--- src/rtl/weapons_pkg.sv ---
// Shared types and constants for the weapons fire controller.
package weapons_pkg;

    localparam int unsigned AMMO_W           = 9;
    localparam int unsigned AMMO_MAX_DEFAULT = 500;
    localparam logic [3:0]  MODE_ATTACK      = 4'b0010;

    typedef enum logic [1:0] {
        ST_IDLE,
        ST_FIRE,
        ST_COOL,
        ST_RELOAD
    } fire_state_t;

endpackage

--- src/rtl/weapons_fire_ctrl_rr_arbiter.sv ---
// Combinational round-robin arbiter: searches upward from the pointer with wrap.
module rr_arbiter #(
    parameter int unsigned N_REQ = 4,
    parameter int unsigned PTR_W = (N_REQ > 1) ? $clog2(N_REQ) : 1
) (
    input  logic [N_REQ-1:0] i_req,
    input  logic [PTR_W-1:0] i_ptr,
    output logic [N_REQ-1:0] o_gnt
);

    logic [PTR_W-1:0] w_idx;
    logic             w_found;

    always_comb begin
        o_gnt   = '0;
        w_idx   = '0;
        w_found = 1'b0;
        for (int unsigned i = 0; i < N_REQ; i++) begin
            w_idx = PTR_W'((32'(i_ptr) + i) % N_REQ);
            if (!w_found && i_req[w_idx]) begin
                o_gnt[w_idx] = 1'b1;
                w_found      = 1'b1;
            end
        end
    end

endmodule

--- src/rtl/weapons_fire_ctrl.sv ---
// Weapons fire controller: arbitrates station fire requests, tracks ammo,
// enforces a post-shot cooldown and handles saturating magazine reloads.
module weapons_fire_ctrl
    import weapons_pkg::*;
#(
    parameter int unsigned N_REQ    = 4,
    parameter int unsigned AMMO_MAX = AMMO_MAX_DEFAULT,
    parameter int unsigned COOLDOWN = 3
) (
    input  logic              clk,
    input  logic              rst,
    input  logic [3:0]        mode_selector,
    input  logic [N_REQ-1:0]  fire_req,
    input  logic              reload,
    input  logic [AMMO_W-1:0] reload_amt,
    output logic [N_REQ-1:0]  grant,
    output logic [AMMO_W-1:0] ammo,
    output logic              empty,
    output logic              busy,
    output logic              error
);

    localparam int unsigned PTR_W = (N_REQ > 1) ? $clog2(N_REQ) : 1;
    localparam int unsigned CNT_W = (COOLDOWN > 1) ? $clog2(COOLDOWN) : 1;

    localparam logic [PTR_W-1:0]  PTR_LAST  = PTR_W'(N_REQ - 1);
    localparam logic [CNT_W-1:0]  CNT_LOAD  = CNT_W'(COOLDOWN - 1);
    localparam logic [AMMO_W-1:0] AMMO_CEIL = AMMO_W'(AMMO_MAX);

    fire_state_t       r_state;
    logic [N_REQ-1:0]  r_grant;
    logic [AMMO_W-1:0] r_ammo;
    logic              r_error;
    logic [PTR_W-1:0]  r_ptr;
    logic [PTR_W-1:0]  r_win;
    logic [CNT_W-1:0]  r_cnt;
    logic [AMMO_W-1:0] r_amt;

    logic [N_REQ-1:0]  w_gnt;
    logic [PTR_W-1:0]  w_win;
    logic [AMMO_W:0]   w_sum;
    logic [AMMO_W-1:0] w_reloaded;
    logic              w_can_fire;

    rr_arbiter #(
        .N_REQ (N_REQ),
        .PTR_W (PTR_W)
    ) u_rr_arbiter (
        .i_req (fire_req),
        .i_ptr (r_ptr),
        .o_gnt (w_gnt)
    );

    always_comb begin
        w_win = '0;
        for (int unsigned i = 0; i < N_REQ; i++) begin
            if (w_gnt[i]) begin
                w_win = PTR_W'(i);
            end
        end
    end

    // 10-bit sum so the saturation compare cannot wrap.
    assign w_sum      = {1'b0, r_ammo} + {1'b0, r_amt};
    assign w_reloaded = (w_sum > {1'b0, AMMO_CEIL}) ? AMMO_CEIL : w_sum[AMMO_W-1:0];
    assign w_can_fire = (mode_selector == MODE_ATTACK) && (r_ammo != '0);

    always_ff @(posedge clk or posedge rst) begin
        if (rst) begin
            r_state <= ST_IDLE;
            r_grant <= '0;
            r_error <= 1'b0;
            r_ammo  <= AMMO_CEIL;
            r_ptr   <= '0;
            r_win   <= '0;
            r_cnt   <= '0;
            r_amt   <= '0;
        end else begin
            r_error <= 1'b0;
            case (r_state)
                ST_IDLE: begin
                    if (reload) begin
                        r_amt   <= reload_amt;
                        r_state <= ST_RELOAD;
                    end else if (|fire_req) begin
                        if (w_can_fire) begin
                            r_grant <= w_gnt;
                            r_win   <= w_win;
                            r_state <= ST_FIRE;
                        end else begin
                            r_error <= 1'b1;
                        end
                    end
                end
                ST_FIRE: begin
                    r_ammo  <= r_ammo - AMMO_W'(1);
                    r_grant <= '0;
                    r_ptr   <= (r_win == PTR_LAST) ? '0 : r_win + PTR_W'(1);
                    r_cnt   <= CNT_LOAD;
                    r_state <= ST_COOL;
                end
                ST_COOL: begin
                    if (r_cnt == '0) begin
                        r_state <= ST_IDLE;
                    end else begin
                        r_cnt <= r_cnt - CNT_W'(1);
                    end
                end
                ST_RELOAD: begin
                    r_ammo  <= w_reloaded;
                    r_state <= ST_IDLE;
                end
                default: begin
                    r_state <= ST_IDLE;
                end
            endcase
        end
    end

    assign grant = r_grant;
    assign ammo  = r_ammo;
    assign error = r_error;
    assign empty = (r_ammo == '0);
    assign busy  = (r_state != ST_IDLE);

endmodule

--- config.mk ---
export PLATFORM = sky130hd
export DESIGN_NAME = weapons_fire_ctrl
export DESIGN_NICKNAME = d
export VERILOG_FILES = /design/src/rtl/weapons_pkg.sv /design/src/rtl/weapons_fire_ctrl_rr_arbiter.sv /design/src/rtl/weapons_fire_ctrl.sv
export SDC_FILE = /design/constraint.sdc
export NUM_CORES = 1
export LEC_CHECK = 0
export ABC_AREA = 1
export ABC_CLOCK_PERIOD_IN_PS = 1900
export CORE_MARGIN = 3
export CORE_UTILIZATION = 40
export CTS_CLUSTER_DIAMETER = 30
export DETAILED_ROUTE_END_ITERATION = 10
export GPL_TIMING_DRIVEN = 0
export PLACE_DENSITY = 0.75
export RECOVER_POWER = 25
export SYNTH_ARGS = -nofsm -noshare
export SYNTH_HDL_FRONTEND = slang
export SYNTH_SLANG_ARGS = --single-unit
--- constraint.sdc ---
create_clock -name clk -period 1.9 [get_ports clk]
set_input_delay 0.19 -clock clk [delete_from_list [all_inputs] [get_ports clk]]
set_output_delay 0.19 -clock clk [all_outputs]
set_load 0.005 [all_outputs]
==> flow_summary.yaml <==
run_status:
  outcome: "complete, but fails checks"
  violations: "negative setup slack"
timing:
  grt_setup_unrepaired: "true"
  fin_crit_sh: 1.11
  fin_crit_ps: 2100
  fin_worst_skew_ps: 3.95
  tightest_slew_ps: 1190
  whs_ps: 476
  finalSetupViolCount: 12
  finalWorstSetupSlack_ps: -203
  slew_headroom: 0.205
  finalHoldViolCount: 0
  fmaxAchievable_ghz: 0.475
  maxSlewViolCount: 0
power_and_ir_drop:
  p_per_area_mw_per_mm2: 2010
  p_leak_nw: 1.69
  total_power_mw: 6.76
  vdd_drop_max_mv: 0.908
global_route:
  grt.overflow.total: 0
  grt_pass1_wl_um: 10700
  antenna_found_initial: 0
  grt_use_total: 0.186
  globalRouteMet3Util: 0.0355
  met2_usage: 0.305
  grt_util_met1: 0.235
  grt_start_max_net_pins: 32
  grt_pass1_vias: 2351
  gr-max-usage-layer: "met2"
clock_tree:
  clkTransAtPathRegs_ps: 70
  clock-sinks: 31
  root_buffer: "clkbuf_8"
  clock_latency_ps: 300
  cts.path.max_buffers: 2
  ctsHtreeMaxLevel: 2
  cts_tree: "done"
  cts_made_buffers: 5
logic_synthesis:
  synthCells: 346
  synth_seq_area_share: 0.325
  synth_nets: 384
  synth_area_leaders: "dfrtp_1 (26%), nand2_1 (17%), inv_1 (9.4%), ha_1 (8.8%), nand3_1 (7.9%)"
  syn_area_mm2: 0.00241
  ys_ff_latch: 31
  ys.flop_type: "dfrtp_1"
  synth_largest_area_cell: "dfrtp_1"
  synth_cell_types: 34
  yosys_warnings: 0
  synth_top_area_share: 0.260
  postSynth.asyncResetShare: 1.00
  synth-edff-count: 0
  syn_avg_cell_area_um2: 6.96
critical_path:
  critPathKind: "flop to flop"
  cp_top_family: "simple AND/OR/NAND/NOR gates"
  cp-start-kind: "flop"
  crit_fanout: 6
  cpMaxStageDelayCell: "dfstp_2"
  cp-end-kind: "flop"
  path_common_cell: "nand2_1"
  crit_arrival_ps: 2280
  cp_cell_sequence: "ha_2 > nand2_1 > nand2_1 > a21oi_2 > nand2_1 > nand2_1 > nand2_1 > nor2_2 > nand3_4 > nand3b_1 > nand2_1"
  worst_path_largest_cell_delay_ps: 580
  critPathBufInv: 0
  crit_required_ps: 2080
cells_and_area:
  syn2layout_area_growth_pct: 39.7
  layout_common_cells: "nand2_1 (92), inv_1 (52), nand3_1 (29)"
  final_nets: 447
  drive_gt1_frac: 0.259
  antennaDiodeCount: 0
  layout_commonest_cell: "nand2_1"
run:
  drv_cap: 0
drt:
  vias: 2531
  drtIter0Drc: 229
  dr.pass1.iters: 9
  post_drt_wl_per_cell_um: 13.9
  vias_per_cell: 5.25
  drc: 0
  ant_nets: 0
  wl_um: 6700
die:
  ioPinCount: 36
  die_h_um: 83.6
  std_cell_rows: 27
  die_area_mm2: 0.00698
  initial_core_util: 0.424
  die_x_um: 83.6
  core_area_mm2: 0.00568
placement:
  dp_hpwl_um: 4340
  dp_worst_setup_slack_ps: -213
  gp_congestion: 0.847
  numPortBuffers: 35
min_path:
  min_path_type: "flop to flop"
==> worst register-to-register path: cells and delay by family, from the launching register on <==
| kind | cells | cell delay, ps |
|---|---|---|
| flip-flops | 1 | 580 |
| adder cells (fa/ha/maj) | 1 | 330 |
| AND/OR/NAND/NOR | 9 | 900 |
| AO/OA/AOI/OAI | 1 | 170 |
==> stage by stage <==
step	area, um2	setup TNS, ps	instances	util
final	3360	-1110	482	0.593
after detailed placement	2850	-1490	453	0.503
after global placement	2850	-1290	453	0.503
after CTS	3190	-692	475	0.562
after floorplan	2410	0	346	-
after global routing	3360	-2790	482	0.593
==> sequential cells by signal, indices dropped and copies added (netlist names) <==
name     flops
r_amt        9
r_ptr        2
r_state      2
ammo         9
error        1
r_win        2
grant        4
r_cnt        2
==> final cells by class <==
class                   count  area, um2
fillers                   488       2310
multi-input cells         248       1570
flip-flops and latches     31        786
repair buffers             56        520
inverters                  64        250
well taps                  72       90.1
clock buffers               5       68.8
clock inverters             3       67.6
plain buffers               3       12.5
==> cell usage after synthesis, drive strengths merged (3+ instances only) <==
cell / number
nand4: 4
dfstp: 6
nand3: 41
mux2: 8
a31oi: 4
dfrtp: 25
a21oi: 9
inv: 62
o21ai: 9
nand2: 109
ha: 17
nor3: 7
nand3b: 3
xor2: 4
nor2: 25
==> report_power, final <==
group	switching, mW	internal [mW]
combinational	2.75	1.97
clock	0.289	0.523
sequential	0.243	0.987
==> metal layers <==
layer  vias up  routed length, um
met5         -                  0
met4         0                253
met3        29                376
met2       106               3210
met1      1177               2860
li1       1219                  -
==> logic make-up (layout without fill, tap and decap cells) <==
| group | count (synthesis) | count (layout) | synth area share |
|---|---|---|---|
| DFF | 31 | 31 | 0.325 |
| adders and majority gates | 18 | 18 | 0.0967 |
| buffers and inverters | 67 | 131 | 0.106 |
| and+or+nand+nor | 190 | 190 | 0.350 |
| xor gates and xnor gates | 4 | 4 | 0.0146 |
| AOI/OAI and AO/OA | 28 | 28 | 0.0707 |
| muxes | 8 | 8 | 0.0374 |
==> path summary, 6_finish.rpt <==
kind,slack (ps),from,end,cells past startpoint
max,-200,ammo[4],ammo[0],11
min,480,grant[1],grant[1],2
max reg2reg,-200,ammo[4],ammo[0],11
min reg2reg,480,grant[1],grant[1],2
max in group asynchronous,460,rst,r_ptr[1],2
min in group asynchronous,650,rst,grant[3],2
==> what timing repair did <==
action	CTS	global route
gates resized for setup	30	38
pin swaps	11	18
setup buffers	14	8
endpoints found under the setup margin	15	16
cloned	0	0
hold buffers	0	0
No activity file was read; power rests on OpenSTA's default activity.
